**config.mk**
```make
export PLATFORM = sky130hd
export DESIGN_NAME = wb_sdram_arbiter
export DESIGN_NICKNAME = d
export VERILOG_FILES = /design/src/rtl/wb_sdram_arbiter.sv
export SDC_FILE = /design/constraint.sdc
export NUM_CORES = 1
export LEC_CHECK = 0
export BUFFER_PORTS_ARGS = -buffer_cell sky130_fd_sc_hd__buf_2
export CAP_MARGIN = 20
export CORE_AREA = 2 2 116 118
export DETAILED_ROUTE_END_ITERATION = 8
export DIE_AREA = 0 0 118 120
export PLACE_DENSITY = 0.64
export SYNTH_ARGS = -nofsm -noshare
export SYNTH_HDL_FRONTEND = slang
export SYNTH_SLANG_ARGS = --single-unit
export TNS_END_PERCENT = 10
```
**constraint.sdc**
```tcl
create_clock -name wb_clk_i -period 1.8 [get_ports wb_clk_i]
set_input_delay 0.36 -clock wb_clk_i [delete_from_list [all_inputs] [get_ports wb_clk_i]]
set_output_delay 0.36 -clock wb_clk_i [all_outputs]
set_load 0.005 [all_outputs]
```
**src/rtl/wb_sdram_arbiter.sv**
```systemverilog
// Two-master round-robin Wishbone arbiter in front of the single slave port of sdrc_top.
// Latency: grant one cycle after cyc in IDLE; ack and read data are combinational (0 cycles).
// Backpressure: the grant is held for the owner's whole cyc; a watchdog errors an un-acked stb after TIMEOUT cycles.
//
// Ports:
//   wb_clk_i / wb_rst_n     clock (rising edge) and asynchronous active-low reset
//   m0_* / m1_*             master-side Wishbone (cyc, stb, we, sel, addr, dat in; dat, ack, err out)
//   s_*                     controller-side Wishbone towards sdrc_top
//   grant_o                 one-hot current owner, 00 when no master holds the bus
//   busy_o                  high while a master is granted
module wb_sdram_arbiter #(
  parameter int dw      = 32,
  parameter int aw      = 26,
  parameter int TIMEOUT = 1024   // legal range 2..65535
) (
  input  logic            wb_clk_i,
  input  logic            wb_rst_n,

  input  logic            m0_cyc_i,
  input  logic            m0_stb_i,
  input  logic            m0_we_i,
  input  logic [dw/8-1:0] m0_sel_i,
  input  logic [aw-1:0]   m0_addr_i,
  input  logic [dw-1:0]   m0_dat_i,
  output logic [dw-1:0]   m0_dat_o,
  output logic            m0_ack_o,
  output logic            m0_err_o,

  input  logic            m1_cyc_i,
  input  logic            m1_stb_i,
  input  logic            m1_we_i,
  input  logic [dw/8-1:0] m1_sel_i,
  input  logic [aw-1:0]   m1_addr_i,
  input  logic [dw-1:0]   m1_dat_i,
  output logic [dw-1:0]   m1_dat_o,
  output logic            m1_ack_o,
  output logic            m1_err_o,

  output logic            s_cyc_o,
  output logic            s_stb_o,
  output logic            s_we_o,
  output logic [dw/8-1:0] s_sel_o,
  output logic [aw-1:0]   s_addr_o,
  output logic [dw-1:0]   s_dat_o,
  input  logic [dw-1:0]   s_dat_i,
  input  logic            s_ack_i,

  output logic [1:0]      grant_o,
  output logic            busy_o
);

  typedef enum logic [2:0] {
    IDLE    = 3'd0,
    GRANT0  = 3'd1,
    GRANT1  = 3'd2,
    ERR     = 3'd3,
    RELEASE = 3'd4
  } state_t;

  // Watchdog compare value; the counter never exceeds it, so 16 bits cover the full range.
  localparam logic [15:0] WD_LAST = 16'(TIMEOUT - 1);

  state_t      state;
  state_t      state_nxt;
  // last_grant doubles as the owner of the bus: it is written on entry to GRANTn and
  // stays put through ERR and RELEASE, which is exactly when the owner must be known.
  logic        last_grant;
  logic        last_grant_nxt;
  logic [15:0] wd_cnt;
  logic [15:0] wd_cnt_nxt;

  logic        own_cyc;
  logic        own_stb;

  assign own_cyc = last_grant ? m1_cyc_i : m0_cyc_i;
  assign own_stb = last_grant ? m1_stb_i : m0_stb_i;

  // ---------------------------------------------------------------------------
  // State register
  // ---------------------------------------------------------------------------
  always_ff @(posedge wb_clk_i or negedge wb_rst_n) begin
    if (!wb_rst_n) begin
      state      <= IDLE;
      last_grant <= 1'b1;   // master 0 wins the first contention after reset
      wd_cnt     <= '0;
    end else begin
      state      <= state_nxt;
      last_grant <= last_grant_nxt;
      wd_cnt     <= wd_cnt_nxt;
    end
  end

  // ---------------------------------------------------------------------------
  // Next-state logic, round-robin choice and watchdog
  // ---------------------------------------------------------------------------
  always_comb begin
    state_nxt      = state;
    last_grant_nxt = last_grant;
    wd_cnt_nxt     = '0;        // cleared everywhere except while counting a stalled stb

    case (state)
      IDLE: begin
        if (m0_cyc_i && m1_cyc_i) begin
          // Contention: hand the bus to whoever did not have it last.
          if (last_grant) begin
            state_nxt      = GRANT0;
            last_grant_nxt = 1'b0;
          end else begin
            state_nxt      = GRANT1;
            last_grant_nxt = 1'b1;
          end
        end else if (m0_cyc_i) begin
          state_nxt      = GRANT0;
          last_grant_nxt = 1'b0;
        end else if (m1_cyc_i) begin
          state_nxt      = GRANT1;
          last_grant_nxt = 1'b1;
        end
      end

      GRANT0, GRANT1: begin
        if (!own_cyc) begin
          // Owner ended its cycle; an ack arriving now is still forwarded combinationally.
          state_nxt = IDLE;
        end else if (own_stb && !s_ack_i) begin
          // An ack in the expiry cycle takes precedence, so only un-acked strobes expire.
          if (wd_cnt == WD_LAST) begin
            state_nxt = ERR;
          end else begin
            wd_cnt_nxt = wd_cnt + 16'd1;
          end
        end
      end

      ERR: begin
        state_nxt = RELEASE;
      end

      RELEASE: begin
        // Hold the bus away from everyone until the erroring master closes its cycle.
        if (!own_cyc) begin
          state_nxt = IDLE;
        end
      end

      default: begin
        state_nxt = IDLE;
      end
    endcase
  end

  // ---------------------------------------------------------------------------
  // Output muxing and ack/err routing, purely from the registered state
  // ---------------------------------------------------------------------------
  always_comb begin
    s_cyc_o  = 1'b0;
    s_stb_o  = 1'b0;
    // Address-side fields default to master 0; only cyc/stb gate the controller.
    s_we_o   = m0_we_i;
    s_sel_o  = m0_sel_i;
    s_addr_o = m0_addr_i;
    s_dat_o  = m0_dat_i;
    m0_dat_o = '0;
    m1_dat_o = '0;
    m0_ack_o = 1'b0;
    m1_ack_o = 1'b0;
    m0_err_o = 1'b0;
    m1_err_o = 1'b0;
    grant_o  = 2'b00;
    busy_o   = 1'b0;

    case (state)
      GRANT0: begin
        s_cyc_o  = m0_cyc_i;
        s_stb_o  = m0_stb_i;
        m0_dat_o = s_dat_i;
        m0_ack_o = s_ack_i;
        grant_o  = 2'b01;
        busy_o   = 1'b1;
      end

      GRANT1: begin
        s_cyc_o  = m1_cyc_i;
        s_stb_o  = m1_stb_i;
        s_we_o   = m1_we_i;
        s_sel_o  = m1_sel_i;
        s_addr_o = m1_addr_i;
        s_dat_o  = m1_dat_i;
        m1_dat_o = s_dat_i;
        m1_ack_o = s_ack_i;
        grant_o  = 2'b10;
        busy_o   = 1'b1;
      end

      ERR: begin
        // Single-cycle error to the owner; any stray s_ack_i is dropped here.
        if (last_grant) begin
          m1_err_o = 1'b1;
        end else begin
          m0_err_o = 1'b1;
        end
      end

      default: begin
      end
    endcase
  end

endmodule

```
; After elaboration in Yosys (flattened, before gate mapping)
; Index checks and enable logic that the tools add are counted.
[totals]
reg_bits = 20
input_bits = 165
output_inout_bits = 136
word_cells = 55
[op_classes]
add_sub_neg = 1
eq_ne = 9
muxes = 34
reduce_logical = 8
[ops]
columns = cell, count
row1 = $mux W32, 3
row2 = $mux W16, 4
row3 = $mux W26, 1
row4 = $mux W3, 7
row5 = $add A16 B1 Y16 const B, 1
row6 = $eq A16 B10 Y1 const B, 1
row7 = $mux W1, 13
row8 = $pmux W3 S4, 1
row9 = $eq A3 B2 Y1 const B, 2
row10 = $ne A3 B2 Y1 const B, 2
row11 = $mux W4, 1
row12 = $ne A4 B4 Y1 const B, 1
row13 = $pmux W1 S2, 2
row14 = $pmux W2 S2, 1
row15 = $reduce_and A4 Y1, 1
row16 = $eq A3 B1 Y1 const B, 1
row17 = $eq A3 B3 Y1 const B, 1
row18 = $logic_not A3 Y1, 1
row19 = $reduce_bool A3 Y1, 1
row20 = $logic_and A1 B1 Y1, 2
row21 = $mux W2, 1
row22 = $ne A2 B2 Y1 const B, 1
row23 = $reduce_and A2 Y1, 1
row24 = $reduce_or A2 Y1, 1
row25 = $logic_not A1 Y1, 1

; Depth between registers and ports, before layout
; Gate-level depths: netlist of the first run.
[logic_depth]
ltp_word = 5
ltp_mapped = 7
ltp_nobuf = 5

; Worst setup path before layout of the first run
; No wires, ideal clock.
[synth_timing]
path_type = register -> output
from = register state[0]
to = output m1_dat_o[12]
arrival_time_ns = 1.438
required_time_ns = 1.440
slack_ns = 0.002
path_stages_with_launch = 7
path_buffers = 4
path_cell_list = dfrtp_1 > buf_6 > nor3b_1 > clkbuf_8 > buf_2 > clkbuf_1 > and2_1
[synth_via]
elab_chain_cells = 2
[synth_lines]
columns = element, line_no
row1 = from (decl), 63  ; state_t state;
row2 = from (signal assigned), 87  ; state <= state_nxt;
row3 = $eq A3 B2 Y1, 172  ; case (state)
row4 = $mux W32, 172
row5 = to (decl), 35  ; output logic [dw-1:0] m1_dat_o,
; No other way between the ends.

; Worst setup path after layout of the first run
[layout_timing]
from = register state[2]
to = output s_dat_o[15]
[layout_via]
elab_chain_cells = 2
[layout_lines]
columns = element, line_no
row1 = $eq A3 B2 Y1, 172
row2 = $mux W32, 172
row3 = to (decl), 44  ; output logic [dw-1:0] s_dat_o,
; No other way between the ends.

==> metrics.txt, run 1 <==
layout cell share with drive strength beyond 1 0.709; switching pwr 2.16 mW; HP Class primary input to asynchronous set/reset pin; CP required 1.44 ns; RSZ-0062 raised after global routing true; largest net degree at the start of global routing 34; GR Util All Layers 0.215; cts bufs inserted 3; power share of the combinational group 0.804; fraction of registers with async set or reset after synthesis 1.00; CP Class register to output port; starting DRC count in detailed routing 172; status finished with violations; flops & latches, synth 20; RD Place Congestion 0.939; most frequent cells in the layout 289 x buf_2, 65 x and2_1, 41 x mux2_2, 23 x mux2_4, 21 x nor2_1; switch share 0.410; Least-Margin Pin Slew 0.607 ns; CP Buf/Inv Count 4; DRC viols 0; core region area 13000 um2; Pre-antenna DRT Iters 4; DIE HEIGHT 120 um; vias in the first global route 3069; setup ws final -0.317 ns; first-pass GRT wire length 22.1 mm; Rel. slew slack 0.591; antenna-violating nets left 0; fin crit share 1.18; # H-tree levels 1; synthesized area per cell 9.13 um2; Initial Utilization 0.184; internal power 3.12 mW; port bufs 300; total wire length 16.2 mm; post-layout util 0.350; post-route insts no fill 751; DR vias 3210; Worst-path clk slew 0.05 ns; Hold Vio Cnt, Final 0; number of synthesized flops with an enable pin 0; Net count, final 740; Seq/Total Area, Yosys 0.211; CTS tree yes; Tot Pwr 5.29 mW; HPWL after DPL 14.3 mm; CP Data Arrival Time 1.76 ns; peak per-stage delay on the critical path 0.40 ns; antenna violations before repair 6; die width 118 um; CP Capture Type output port; Max Clk Rate 472 MHz; Vias/cell 4.27; ys flop type dfrtp_1; Wirelength per Cell 21.6 um; clock power share 0.087; Area contributors post-synth mux2_2 30%, dfrtp_1 20%, and2_1 17%, nor2_1 3.3%, xor2_1 2.6%; mapped cell area 2380 um2; gr ovfl total 0; number of clock sinks 20; CP cell instances nor3b_4 -> buf_6 -> buf_12 -> buf_12 -> mux2_4 -> buf_6; worst vdd ir 0.000609 V; pwr dens 1160 nW/um2; clock skew 0.000741 ns; Mapped Cells 261; Placed Cells 740; Worst-Skew Late Latency 0.25 ns; # rows 42; Root Buffer clkbuf_16; syn nets 427; CP top delay family buffers and inverters; Fin Setup TNS -25.59 ns; io pins 301; slowest CP cell dfrtp_1; Setup Viol. Count Final 133; LEAKAGE 2.48 nW; Max Fanout on Critical Path 9; DIE AREA 14200 um2; sequential power share 0.109; post-synth top area share 0.298; Yosys Warn Count 0; max-slew violations 0; count of cell types in the netlist 42; CTS max path bufs 2; failing checks setup timing; max cap viols 0; Yosys top cell by area mux2_2; crit path launch type register; Tmin final 2.12 ns; commonest non-fill, non-tap cell in the layout buf_2; Area Growth Syn to Fin 90.7%
[final cells by class]
| type | instances | area (um2) |
|---|---|---|
| well taps | 176 | 220 |
| clock buffers | 4 | 78.8 |
| multi-input cells | 218 | 1850 |
| inverters | 5 | 18.8 |
| diodes | 2 | 5.00 |
| fillers | 1395 | 8440 |
| flip-flops and latches | 20 | 502 |
| repair buffers | 326 | 1860 |
[Yosys cell counts (2+ instances only)]
master / n
a22o_1: 2
a211oi_1: 2
a21oi_1: 3
inv_1: 5
o21ai_0: 5
nand4_1: 4
clkbuf_1: 6
and2_1: 66
nor2_1: 21
mux2i_1: 2
nor2b_1: 2
nor3b_1: 2
nand2_1: 6
dfrtp_1: 19
buf_6: 3
mux2_2: 63
xor2_1: 7
buf_2: 8
xnor2_1: 5
nand3_1: 6
and4_1: 2
nor3_1: 2
[power by group through the flow]
stage / combinational, mW / clock (mW) / sequential (mW)
after floorplan: 1.92 / 0 / 0.552
after global placement: 3.69 / 0 / 0.570
after global routing: 4.52 / 0.491 / 0.583
final: 4.25 / 0.460 / 0.574
after CTS: 4.19 / 0.471 / 0.574
after detailed placement: 3.69 / 0 / 0.571
[registers in the layout, summed over array words and instances (netlist names)]
name / flops
wd_cnt: 16
state: 3
last_grant: 1
[cell families (layout without fill, tap and decap cells)]
logic type	count (synthesis)	count (layout)	share of synthesized area
buffers and inverters	23	335	0.0541
XOR/XNOR	12	12	0.0441
adder cells (fa/ha/maj)	1	1	0.00525
other	0	2	0
AND/OR/NAND/NOR	122	122	0.320
flip-flops	20	20	0.211
multiplexers	66	66	0.312
AO/OA/AOI/OAI	17	17	0.0530
[metal layers]
metal  track usage  vias to the layer above  share of wire
li1              -                     1533              -
met1         0.350                     1467           0.50
met2         0.273                      204           0.37
met3        0.0718                        4           0.13
met4        0.0181                        2         0.0018
met5             0                        -        0.00080
[worst paths after layout]
path                                               end  slack, ns                 start  depth (start not counted)
worst max-delay path                       s_dat_o[15]      -0.32  state[2]$_DFFE_PN0P_                          6
worst min-delay path               wd_cnt[6]$_DFF_PN0_       0.05              wb_rst_n                          1
worst max register to register    state[1]$_DFFE_PN0P_       0.10  state[0]$_DFFE_PN0P_                          5
worst min register to register     wd_cnt[0]$_DFF_PN0_       0.53   wd_cnt[0]$_DFF_PN0_                          2
max in group asynchronous       last_grant$_DFFE_PN1P_       1.41              wb_rst_n                          1
min in group wb_clk_i           last_grant$_DFFE_PN1P_       0.32              m0_cyc_i                          2
[through the flow]
stage | instance area, um2 | hold slack, ns | worst slack (ns)
finish | 4540 | 0.0540 | -0.317
global route | 4540 | 0.0929 | -0.366
CTS | 4500 | 0.0710 | -0.309
detailed placement | 4190 | 0.337 | -0.145
global placement | 4190 | 0.339 | -0.134
floorplan | 2380 | 0.0644 | 0.00217
[timing repair]
item	4_1_cts	5_1_grt
gates resized for setup	41	10
hold buffers	0	0
pin swaps	8	0
setup endpoints to repair	134	134
setup buffers	5	0
Power figures use the tool's default switching activity.
==> run 2: changes to the inputs <==
--- a/config.mk
+++ b/config.mk
@@ -11,6 +11,7 @@
 export DETAILED_ROUTE_END_ITERATION = 8
 export DIE_AREA = 0 0 118 120
 export PLACE_DENSITY = 0.64
+export RECOVER_POWER = 25
 export SYNTH_ARGS = -nofsm -noshare
 export SYNTH_HDL_FRONTEND = slang
 export SYNTH_SLANG_ARGS = --single-unit
==> run 2 against run 1 <==
Effect of this change: the run still ends with setup timing left; utilization hardly changed; wire length hardly changed; sequential power about the same; register-to-register slack is essentially flat; setup slack is essentially flat; die area unchanged; critical path type unchanged; critical endpoint unchanged.
==> metrics.txt, run 2 (same netlist as run 1, synthesis figures left out) <==
CP Data Arrival Time 1.76 ns (about the same); Max Clk Rate 472 MHz (about the same); CP Capture Type output port; Rel. slew slack 0.282 (-0.309); DIE AREA 14200 um2 (unchanged); HPWL after DPL 14.3 mm (unchanged); Tot Pwr 5.28 mW (about the same); worst vdd ir 0.000609 V (about the same); first-pass GRT wire length 22.1 mm (unchanged); most frequent cells in the layout 288 x buf_2, 65 x and2_1, 41 x mux2_2, 23 x mux2_4, 21 x nor2_1; antenna violations before repair 6 (unchanged); worst r2r src state[0]$_DFFE_PN0P_; CP Class register to output port; Max Fanout on Critical Path 9 (unchanged); Tmin final 2.12 ns (+0.0000110 ns); LEAKAGE 2.48 nW (-0.11%); Post-CTS Hold Buffers 0 (unchanged); CP Launch Point state[2]$_DFFE_PN0P_; post-layout util 0.350 (about the same); CTS tree yes; largest registers wd_cnt (16), state (3), last_grant (1); routed wl met2 6.00 mm (about the same); CP Buf/Inv Count 4 (unchanged); antenna-violating nets left 0 (unchanged); CP required 1.44 ns (about the same); Least-Margin Pin Slew 1.08 ns (+0.470 ns); DRC viols 0 (unchanged); peak per-stage delay on the critical path 0.40 ns (about the same); Vias/cell 4.28 (about the same); setup ws final -0.317 ns (-0.0000110 ns); failing checks setup timing; slowest CP cell dfrtp_1; RSZ-0062 raised after global routing true; Root Buffer clkbuf_16; number of clock sinks 20 (unchanged); Pre-antenna DRT Iters 4 (unchanged); Area Growth Syn to Fin 90.6% (about the same); Largest Register wd_cnt; DR vias 3212 (+0.062%); max cap viols 0 (unchanged); Placed Cells 740 (unchanged); CP cell instances nor3b_4 -> buf_6 -> buf_12 -> buf_12 -> mux2_4 -> buf_6; vias in the first global route 3069 (unchanged); die width 118 um (unchanged); wire length on met1 8.14 mm (about the same); commonest non-fill, non-tap cell in the layout buf_2; Setup Viol. Count Final 133 (unchanged); WL met3 2.03 mm (unchanged); HP Class primary input to asynchronous set/reset pin; CTS max path bufs 2 (unchanged); pwr dens 1160 nW/um2 (about the same); Worst-Skew Late Latency 0.25 ns (about the same); gr ovfl total 0 (unchanged); total wire length 16.2 mm (about the same); largest net degree at the start of global routing 34 (unchanged); Initial Utilization 0.184 (unchanged); io pins 301 (unchanged); top sig layer met5; starting DRC count in detailed routing 172 (unchanged); worst hold slack 0.289 ns (+0.235 ns); max-slew violations 0 (unchanged); port bufs 300 (unchanged); Wirelength per Cell 21.6 um (about the same); cts bufs inserted 3 (unchanged); fill cell count 1396 (+0.072%); core region area 13000 um2 (unchanged); post-route insts no fill 751 (unchanged); Hold Vio Cnt, Final 0 (unchanged); # rows 42 (unchanged); max reg flops 16 (unchanged); DIE HEIGHT 120 um (unchanged); Worst-path clk slew 0.05 ns (about the same); layout cell share with drive strength beyond 1 0.707 (-0.00175); # H-tree levels 1 (unchanged); fin crit share 1.18 (about the same); clock skew 0.000776 ns (+0.0000349 ns); GR Util All Layers 0.215 (unchanged); RD Place Congestion 0.939 (unchanged); CP top delay family buffers and inverters; crit path launch type register; Net count, final 740 (unchanged); status finished with violations
[run 2: cell count changes in the layout (fill, tap and decap cells not counted), sizes merged]
cell	before	now
buf	326	325
clkbuf	4	5
[run 2: through the flow]
step | worst slack, ns | setup TNS (ns) | cell area (um2)
global placement | -0.134 | -4.71 | 4190
detailed placement | -0.145 | -5.77 | 4190
CTS | -0.309 | -26.36 | 4500
finish | -0.317 | -25.59 | 4540
floorplan | 0.00217 | 0 | 2380
global route | -0.366 | -34.28 | 4540
[run 2: metal layers]
| layer | GRT usage | up-vias |
|---|---|---|
| met5 | 0 | - |
| met4 | 0.0181 | 2 |
| met3 | 0.0718 | 4 |
| met2 | 0.273 | 204 |
| met1 | 0.350 | 1469 |
| li1 | - | 1533 |
[run 2: cell type report]
| cell class | instances | area, um2 | share of cell area |
|---|---|---|---|
| Multi-Input combinational cell | 218 | 1850 | 0.408 |
| Tap cell | 176 | 220 | 0.0485 |
| Timing Repair Buffer | 326 | 1860 | 0.410 |
| Inverter | 5 | 18.8 | 0.00413 |
| Clock buffer | 4 | 78.8 | 0.0174 |
| Antenna cell | 2 | 5.00 | 0.00110 |
| Sequential cell | 20 | 502 | 0.110 |
[run 2: final timing paths]
| path | cells past startpoint | to | slack (ns) |
|---|---|---|---|
| hold / removal | 1 | wd_cnt[6]$_DFF_PN0_ | 0.29 |
| hold reg to reg | 2 | wd_cnt[0]$_DFF_PN0_ | 0.53 |
| max in group asynchronous | 1 | state[2]$_DFFE_PN0P_ | 0.87 |
| setup reg to reg | 5 | state[1]$_DFFE_PN0P_ | 0.10 |
| setup / recovery | 6 | s_dat_o[15] | -0.32 |
| min in group wb_clk_i | 2 | last_grant$_DFFE_PN1P_ | 0.32 |
[run 2: repair_timing]
action / 4_1_cts / 5_1_grt
pin swaps: 8 / 0
setup buffers: 5 / 0
gates resized for setup: 41 / 10
setup endpoints to repair: 134 / 134
[run 2: where the power goes]
part | total (mW) | leakage [nW] | switching, mW | internal [mW]
combinational | 4.25 | 2.17 | 1.94 | 2.31
sequential | 0.574 | 0.272 | 0.0642 | 0.509
clock | 0.460 | 0.0382 | 0.159 | 0.301
==> run 3: changes to the inputs <==
--- a/config.mk
+++ b/config.mk
@@ -12,6 +12,7 @@
 export DIE_AREA = 0 0 118 120
 export PLACE_DENSITY = 0.64
 export RECOVER_POWER = 25
+export SKIP_CTS_REPAIR_TIMING = 1
 export SYNTH_ARGS = -nofsm -noshare
 export SYNTH_HDL_FRONTEND = slang
 export SYNTH_SLANG_ARGS = --single-unit
==> run 3 against run 2 <==
Effect of this change: the run still ends with setup timing left; cell area grew 2.0%; cell count shrank 0.13%; utilization grew 0.71 points; clock skew is essentially flat; combinational power grew 4%; sequential cell count is the same; setup slack gained 0.021 ns; non-clock buffer count is the same; worst hold slack lost 0.0019 ns; sequential share of layout area shrank 0.22 points; via count is essentially flat; critical path depth shrank 1; critical path type unchanged; critical endpoint is now s_dat_o[24]; largest power group unchanged; highest routed layer unchanged.
==> metrics.txt, run 3 (same netlist as run 1, synthesis figures left out) <==
CP required 1.44 ns (about the same); DIE HEIGHT 120 um (unchanged); failing checks setup timing; largest registers wd_cnt (16), state (3), last_grant (1); Root Buffer clkbuf_16; Net count, final 740 (unchanged); Max Clk Rate 477 MHz (+1.0%); LEAKAGE 2.52 nW (+1.5%); Hold Vio Cnt, Final 0 (unchanged); Tmin final 2.10 ns (-0.0213 ns); GR Util All Layers 0.211 (-0.00414); max-slew violations 0 (unchanged); pwr dens 1180 nW/um2 (+1.3%); most frequent cells in the layout 277 x buf_2, 65 x and2_1, 39 x mux2_2, 25 x mux2_4, 23 x buf_6; number of clock sinks 20 (unchanged); clock skew 0.00104 ns (+0.000268 ns); worst r2r src state[2]$_DFFE_PN0P_; CP Data Arrival Time 1.74 ns (-0.02 ns); Largest Register wd_cnt; fin crit share 1.16 (-0.0118); # H-tree levels 1 (unchanged); post-route insts no fill 750 (-0.13%); DR vias 3211 (-0.031%); worst vdd ir 0.000667 V (+9.6%); port bufs 300 (unchanged); HP Class primary input to asynchronous set/reset pin; Place WS -0.145 ns (unchanged); starting DRC count in detailed routing 172 (unchanged); fill cell count 1383 (-0.93%); largest net degree at the start of global routing 34 (unchanged); worst hold slack 0.287 ns (-0.00192 ns); RD Place Congestion 0.939 (unchanged); R2R Setup Slk 0.04 ns (-0.06 ns); status finished with violations; CP Capture Type output port; antenna-violating nets left 0 (unchanged); first-pass GRT wire length 21.7 mm (-1.6%); commonest non-fill, non-tap cell in the layout buf_2; FF-to-FF End state[1]$_DFFE_PN0P_; reg2reg path depth 6 (+1); gr ovfl total 0 (unchanged); Vias/cell 4.28 (+0.10%); max reg flops 16 (unchanged); CP Class register to output port; cts bufs inserted 3 (unchanged); post-layout util 0.357 (+0.00713); layout cell share with drive strength beyond 1 0.707 (unchanged); DRC viols 0 (unchanged); crit path launch type register; Pre-antenna DRT Iters 4 (unchanged); io pins 301 (unchanged); max cap viols 0 (unchanged); DIE AREA 14200 um2 (unchanged); Wirelength per Cell 21.8 um (+1.1%); # rows 42 (unchanged); total wire length 16.4 mm (+0.92%); CTS tree yes; Tot Pwr 5.46 mW (+3.4%); RSZ-0062 raised after global routing true; HPWL after DPL 14.3 mm (unchanged); Placed Cells 740 (unchanged); Worst-path clk slew 0.05 ns (about the same); Least-Margin Pin Slew 1.08 ns (-0.00184 ns); CTS max path bufs 2 (unchanged); Rel. slew slack 0.283 (+0.00122); die width 118 um (unchanged); core region area 13000 um2 (unchanged); antenna violations before repair 7 (+1); Max Fanout on Critical Path 10 (+1); setup ws final -0.295 ns (+0.0213 ns); Worst-Skew Late Latency 0.25 ns (about the same); vias in the first global route 3028 (-1.3%); Initial Utilization 0.184 (unchanged); Setup Viol. Count Final 133 (unchanged); Area Growth Syn to Fin 94.5%
-- run 3: changes by cell type in the layout (fill, tap and decap cells not counted), moves of 2 or more --
cell | previous run | this run
clkbuf_16 | 3 | 5
mux2_2 | 41 | 39
buf_2 | 288 | 277
buf_6 | 15 | 23
mux2_4 | 23 | 25
-- run 3: worst max-delay path, cell delays in order (launching register included) --
cell     delay (ns)
dfrtp_1        0.40
nor3b_4        0.24
buf_6          0.18
buf_12         0.16
mux2_4         0.36
buf_6          0.13
-- run 3: per-layer routing --
layer  GRT usage  up-vias  part of all wire
li1            -     1528                 -
met1       0.343     1462              0.49
met2       0.268      213              0.37
met3      0.0703        6              0.13
met4      0.0181        2            0.0027
met5           0        -           0.00079
-- run 3: area by class of cell --
class                   instances  area, um2  share of cell area
inverters                       5       18.8             0.00405
diodes                          1       2.50            0.000540
clock buffers                   4       78.8              0.0170
well taps                     176        220              0.0475
repair buffers                326       1950               0.421
flip-flops and latches         20        502               0.108
multi-input cells             218       1860               0.402
-- run 3: worst max-delay path by stage --
stage                     cells after the start            startpoint  slack, ns      endpoint
after floorplan                               6  state[0]$_DFFE_PN0P_      0.002  m1_dat_o[12]
after global placement                        5  state[0]$_DFFE_PN0P_      -0.13   s_dat_o[21]
after detailed placement                      5  state[0]$_DFFE_PN0P_      -0.14   s_dat_o[21]
after CTS                                     5  state[0]$_DFFE_PN0P_      -0.42   s_dat_o[21]
after global routing                          5  state[2]$_DFFE_PN0P_      -0.35   s_dat_o[25]
final                                         5  state[2]$_DFFE_PN0P_      -0.30   s_dat_o[24]
-- run 3: stage by stage --
step	TNS, ns	area [um2]
after detailed placement	-5.77	4190
final	-25.94	4630
after CTS	-34.32	4270
after global routing	-33.27	4630
after global placement	-4.71	4190
after floorplan	0	2380
-- run 3: power by group --
group / switching, mW / internal [mW]
Clock: 0.160 / 0.301
Combinational: 1.99 / 2.44
Sequential: 0.0628 / 0.509
Total: 2.22 / 3.25
